`src/rtl/pixel_frame_capture.sv`:
```
// Captures one raster-order SIZE x SIZE pixel frame into a buffer while tracking sum/min/max,
// then serves the stored frame through a registered random-access read port.
//
// state   | meaning
// IDLE    | after reset, waiting for start
// CAPTURE | accepting pixels into the buffer
// DONE    | full frame stored, statistics frozen
module pixel_frame_capture #(
    parameter int  SIZE   = 16,
    parameter int  DATA_W = 8,
    localparam int N      = SIZE * SIZE,
    localparam int AW     = $clog2(N),
    localparam int SW     = AW + DATA_W
) (
    input  logic              clk,
    input  logic              rst_n,
    input  logic              start,
    input  logic [DATA_W-1:0] pixel_in,
    input  logic              pixel_valid,
    output logic              busy,
    output logic              capture_done,
    output logic              stray_pixel,
    output logic [SW-1:0]     frame_sum,
    output logic [DATA_W-1:0] pix_min,
    output logic [DATA_W-1:0] pix_max,
    input  logic [AW-1:0]     rd_addr,
    output logic [DATA_W-1:0] rd_data
);

    typedef enum logic [1:0] {IDLE, CAPTURE, DONE} state_t;

    state_t            state_q, state_d;
    logic [AW-1:0]     idx_q, idx_d;
    logic              busy_q, busy_d;
    logic              done_q, done_d;
    logic              stray_q, stray_d;
    logic [SW-1:0]     sum_q, sum_d;
    logic [DATA_W-1:0] min_q, min_d;
    logic [DATA_W-1:0] max_q, max_d;
    logic [DATA_W-1:0] rd_data_q, rd_data_d;
    logic              wr_en;

    logic [DATA_W-1:0] mem [N];

    always_comb begin
        state_d   = state_q;
        idx_d     = idx_q;
        busy_d    = busy_q;
        done_d    = done_q;
        stray_d   = stray_q;
        sum_d     = sum_q;
        min_d     = min_q;
        max_d     = max_q;
        wr_en     = 1'b0;
        rd_data_d = mem[rd_addr];
        case (state_q)
            IDLE, DONE: begin
                // Arming takes priority over a simultaneous stray pixel.
                if (start) begin
                    state_d = CAPTURE;
                    idx_d   = '0;
                    busy_d  = 1'b1;
                    done_d  = 1'b0;
                    stray_d = 1'b0;
                    sum_d   = '0;
                    min_d   = '1;
                    max_d   = '0;
                end else if (pixel_valid) begin
                    stray_d = 1'b1;
                end
            end
            CAPTURE: begin
                if (pixel_valid) begin
                    wr_en = 1'b1;
                    idx_d = idx_q + AW'(1);
                    sum_d = sum_q + {{AW{1'b0}}, pixel_in};
                    if (pixel_in < min_q) min_d = pixel_in;
                    if (pixel_in > max_q) max_d = pixel_in;
                    if (idx_q == AW'(N - 1)) begin
                        state_d = DONE;
                        busy_d  = 1'b0;
                        done_d  = 1'b1;
                    end
                end
            end
            default: state_d = IDLE;
        endcase
    end

    always_ff @(posedge clk or negedge rst_n) begin
        if (!rst_n) begin
            state_q   <= IDLE;
            idx_q     <= '0;
            busy_q    <= 1'b0;
            done_q    <= 1'b0;
            stray_q   <= 1'b0;
            sum_q     <= '0;
            min_q     <= '1;
            max_q     <= '0;
            rd_data_q <= '0;
        end else begin
            state_q   <= state_d;
            idx_q     <= idx_d;
            busy_q    <= busy_d;
            done_q    <= done_d;
            stray_q   <= stray_d;
            sum_q     <= sum_d;
            min_q     <= min_d;
            max_q     <= max_d;
            rd_data_q <= rd_data_d;
        end
    end

    // Buffer is deliberately not reset; a same-edge read sees the old word.
    always_ff @(posedge clk) begin
        if (wr_en) mem[idx_q] <= pixel_in;
    end

    assign busy         = busy_q;
    assign capture_done = done_q;
    assign stray_pixel  = stray_q;
    assign frame_sum    = sum_q;
    assign pix_min      = min_q;
    assign pix_max      = max_q;
    assign rd_data      = rd_data_q;

endmodule

```
`config.mk`:
```
export PLATFORM = sky130hd
export DESIGN_NAME = pixel_frame_capture
export DESIGN_NICKNAME = d
export VERILOG_FILES = /design/src/rtl/pixel_frame_capture.sv
export SDC_FILE = /design/constraint.sdc
export NUM_CORES = 2
export LEC_CHECK = 0
export CAP_MARGIN = 10
export CORE_UTILIZATION = 57
export DETAILED_ROUTE_END_ITERATION = 8
export PLACE_DENSITY_LB_ADDON = 0.08
export SYNTH_ARGS = -nofsm -noshare
export SYNTH_HDL_FRONTEND = slang
export SYNTH_SLANG_ARGS = --single-unit
export TNS_END_PERCENT = 5
```
`constraint.sdc`:
```
create_clock -name clk -period 2.6 [get_ports clk]
set_clock_uncertainty 0.05 [all_clocks]
set_input_delay 0.52 -clock clk [delete_from_list [all_inputs] [get_ports clk]]
set_output_delay 0.52 -clock clk [all_outputs]
set_load 0.05 [all_outputs]
```
==> impl_metrics.toml <==
[outcome]
status = "finished, final reports clean"

[die]
die_h_um = 380.6
rows = 138
pin_count = 63
die-area_um2 = 144900
core_area_um2 = 141900
initial_utilization_pct = 57.58
die_w_um = 380.6

[routing]
drc = 0
wl_um = 207500
postRouteAntennaNets = 0
avgViaCountPerCell = 6.307
vias = 42630
wl_per_cell_um = 30.70
drtPass1Iterations = 8
drtIter0Drc = 5473

[placement]
place_area_um2 = 90280
gp_congestion = 0.9511
place_ws_ns = -0.8522
portBuffers = 62
place_hpwl_um = 135200

[clock_tree]
htreeDepth = 4
path_clk_slew_ns = 0.07
post-cts-setup-buffer-count = 0
ctsLongestPathBuffers = 3
cts-root-buf = "clkbuf_16"
cts_sinks = 2101
cts_made_buffers = 205
insertion_delay_ns = 0.83
tritoncts = "built"

[cells_and_area]
stdcell_area_um2 = 96790
syn2layout_area_growth_pct = 18.44
regArea_um2 = 62840
multi_input_area_um2 = 17570
nNetsFinal = 4742
drive_gt1_share_pct = 32.03
fill_cells = 9126

[critical_path]
worstSetupPathType = "in2reg"
arrival_ns = 3.27
cp-start-kind = "input pin"
rrSetupSlack_ns = 0.21
timing.critical_path.slowest_cell_delay_ns = 0.51
critPathMaxFanout = 7
crit_chain = "clkdlybuf4s50_1 -> buf_4 -> and2_1 -> nand3b_1 -> buf_12 -> a211oi_1 -> buf_4 -> a21oi_1 -> nand4_1 -> buf_4 -> nor3_1"
cp-end-kind = "flop"
path_buf_inv = 5
critPathTopFamily = "buffers and inverters"
worst_path_most_repeated_cell = "buf_4"
cp.required_ns = 3.31
crit_slowest_cell = "clkdlybuf4s50_1"

[synth]
synth_top_area_cell = "edfxtp_1"
synth_top_area_share_pct = 75.26
synth_edf_count = 2048
yosys.area_share.simple_pct = 2.839
async_flop_share_pct = 2.523
ys_types = 54
synthMuxAreaShare_pct = 14.59
synthesis.area_per_instance_um2 = 20.87
ys.flop_type = "edfxtp_1"
synthAdderAreaFrac_pct = 0.4379
syn_nets = 3963
synth_compound_area_share_pct = 3.433
postSynthCellCount = 3915
ys_seq_area_share_pct = 76.89
synthXorXnorAreaFrac_pct = 0.1179
syn-cell-area_um2 = 81720
synth.top_cells.by_area = "edfxtp_1, mux4_2, nor2_1"
yosys_warnings = 0
synth_top_family_by_area = "multiplexers"
synth-seq-cells = 2101

[sta]
setup_ws_ns = 0.03709
maxSlewHeadroom_pct = 20.48
setup_viol = 0
timing.fmax_mhz = 390.2
hold_ws_ns = 0.1562
slew_viol_final = 0
hold_viol_final = 0
tightest_slew_ns = 1.193
grt_setup_unrepaired = "yes"
layout_min_cycle_time_ns = 2.563
finalCritPeriodShare_pct = 98.57

[global_route]
grt_max_degree = 173
grt_overflow_total = 0
grt_pass1_vias = 42310
grt_antenna_before_repair = 6
gr-usage-all-layers_pct = 29.11
grt_pass1_wl_um = 300100

[power_and_ir_drop]
clkPwrFrac_pct = 38.9
ir_drop_mv = 0.9149
switching_share_pct = 23.52
switchingPower_mw = 17.34
p_comb_share_pct = 9.5
power.internal_mw = 56.41
powerDensity_nw_per_um2 = 762.0
total_power_mw = 73.75
leakagePower_nw = 32.36
seq_power_share_pct = 51.6

[worst_hold_path]
hold_path_class = "in2reg"

[run]
maxCapViolCount = 0
placed cells by master (no fill, tap or decap), drive strengths merged, types with 16 or more instances in the layout:
| cell type | count |
|---|---|
| nand2 | 64 |
| a211oi | 54 |
| o21ai | 30 |
| clkinv | 102 |
| edfxtp | 2048 |
| o22ai | 111 |
| buf | 751 |
| bufinv | 16 |
| o221ai | 16 |
| and3 | 22 |
| dlygate4sd2 | 42 |
| mux2i | 111 |
| inv | 31 |
| nand3 | 33 |
| a22o | 34 |
| nor2 | 317 |
| a22oi | 42 |
| clkbuf | 250 |
| a221oi | 18 |
| dfrtp | 45 |
| mux4 | 480 |
| nor2b | 30 |
| a21oi | 52 |
| ha | 27 |
sequential cells by signal, summed over array words and instances (netlist names), 2 cells and up:
register,flops
frame_sum,16
idx_q,8
rd_data,8
pix_max,8
mem,2048
state_q,2
pix_min,8
through the flow:
stage               cells  utilization [%]  setup TNS [ns]
detailed placement   6373            63.61         -107.70
global route         6758            68.19      -0.0006433
finish               6759            68.20               0
global placement     6373            63.61         -116.87
CTS                  6757            68.18               0
floorplan            3915                -               0
worst reg2reg max path: stages (launching register included):
cell,delay (ns)
edfxtp_1,0.38
mux4_2,0.49
a22o_1,0.25
a221oi_1,0.22
buf_4,0.17
o22ai_1,0.15
a211oi_1,0.32
buf_4,0.19
nor3_1,0.06
per-layer routing:
metal  global-route usage [%]  up-vias  share of wire [%]  wire [um]
met4                    8.649        2                2.8       5719
li1                         -    17870                  -          -
met2                    44.96     1930                 48      98760
met5                        0        -             0.0063         13
met1                    43.08    22540                 41      85210
met3                    5.314      289                8.6      17790
kinds of logic after synthesis:
kind of cell    count (synthesis)
fa+ha+maj                      28
flops                        2101
compound gates                394
simple gates                  530
mux                           591
xor+xnor                       11
buf+inv                       260
final timing paths:
check,end,cells past startpoint,startpoint
worst max-delay path,rd_data[3],11,rd_addr[2]
worst min-delay path,pix_max[2],4,pixel_in[2]
worst max register to register,rd_data[0],8,mem[187][0]
worst min register to register,state_q[1],1,state_q[1]
max in group asynchronous,capture_done,2,rst_n
min in group asynchronous,frame_sum[6],2,rst_n
layout make-up:
cell class / instances / share of cell area, %
Sequential cell: 2101 / 64.92
Clock buffer: 250 / 5.518
Clock inverter: 130 / 1.189
Inverter: 27 / 0.1047
Timing Repair Buffer: 805 / 7.664
Antenna cell: 2 / 0.005171
Tap cell: 1890 / 2.443
Multi-Input combinational cell: 1554 / 18.16
power by group through the flow:
stage | clock [mW] | sequential (mW) | combinational [mW]
5_1_grt | 30.3 | 38.1 | 7.43
6_report | 28.7 | 38.0 | 7.03
3_3_place_gp | 0 | 38.7 | 7.11
4_1_cts | 29.0 | 38.0 | 7.05
3_5_place_dp | 0 | 38.7 | 7.17
2_1_floorplan | 0 | 39.4 | 2.95
Yosys cell counts (all sizes together) (3+ instances only):
| cell type | count |
|---|---|
| nor2 | 317 |
| a22oi | 42 |
| o21ai | 30 |
| and2 | 13 |
| o22ai | 111 |
| nand4 | 13 |
| nand2b | 8 |
| edfxtp | 2048 |
| o221ai | 16 |
| o211ai | 11 |
| dfstp | 8 |
| nand2 | 64 |
| o22a | 8 |
| nand3b | 5 |
| or3 | 7 |
| a22o | 34 |
| nor3 | 12 |
| a21oi | 52 |
| a21o | 5 |
| a221oi | 18 |
| mux4 | 480 |
| and3 | 22 |
| mux2i | 111 |
| nand3 | 33 |
| dfrtp | 45 |
| clkbuf | 105 |
| buf | 128 |
| ha | 27 |
| nor4 | 3 |
| a211oi | 54 |
| xor2 | 9 |
| o31ai | 5 |
| inv | 27 |
| nor2b | 30 |
what timing repair did:
action,in CTS,in global routing
endpoints found under the hold margin,63,0
endpoints found under the setup margin,51,8
hold buffers,4,0
gates resized for setup,46,5
cloned,0,0
pin swaps,0,1
(Power assumes the default switching activity.)
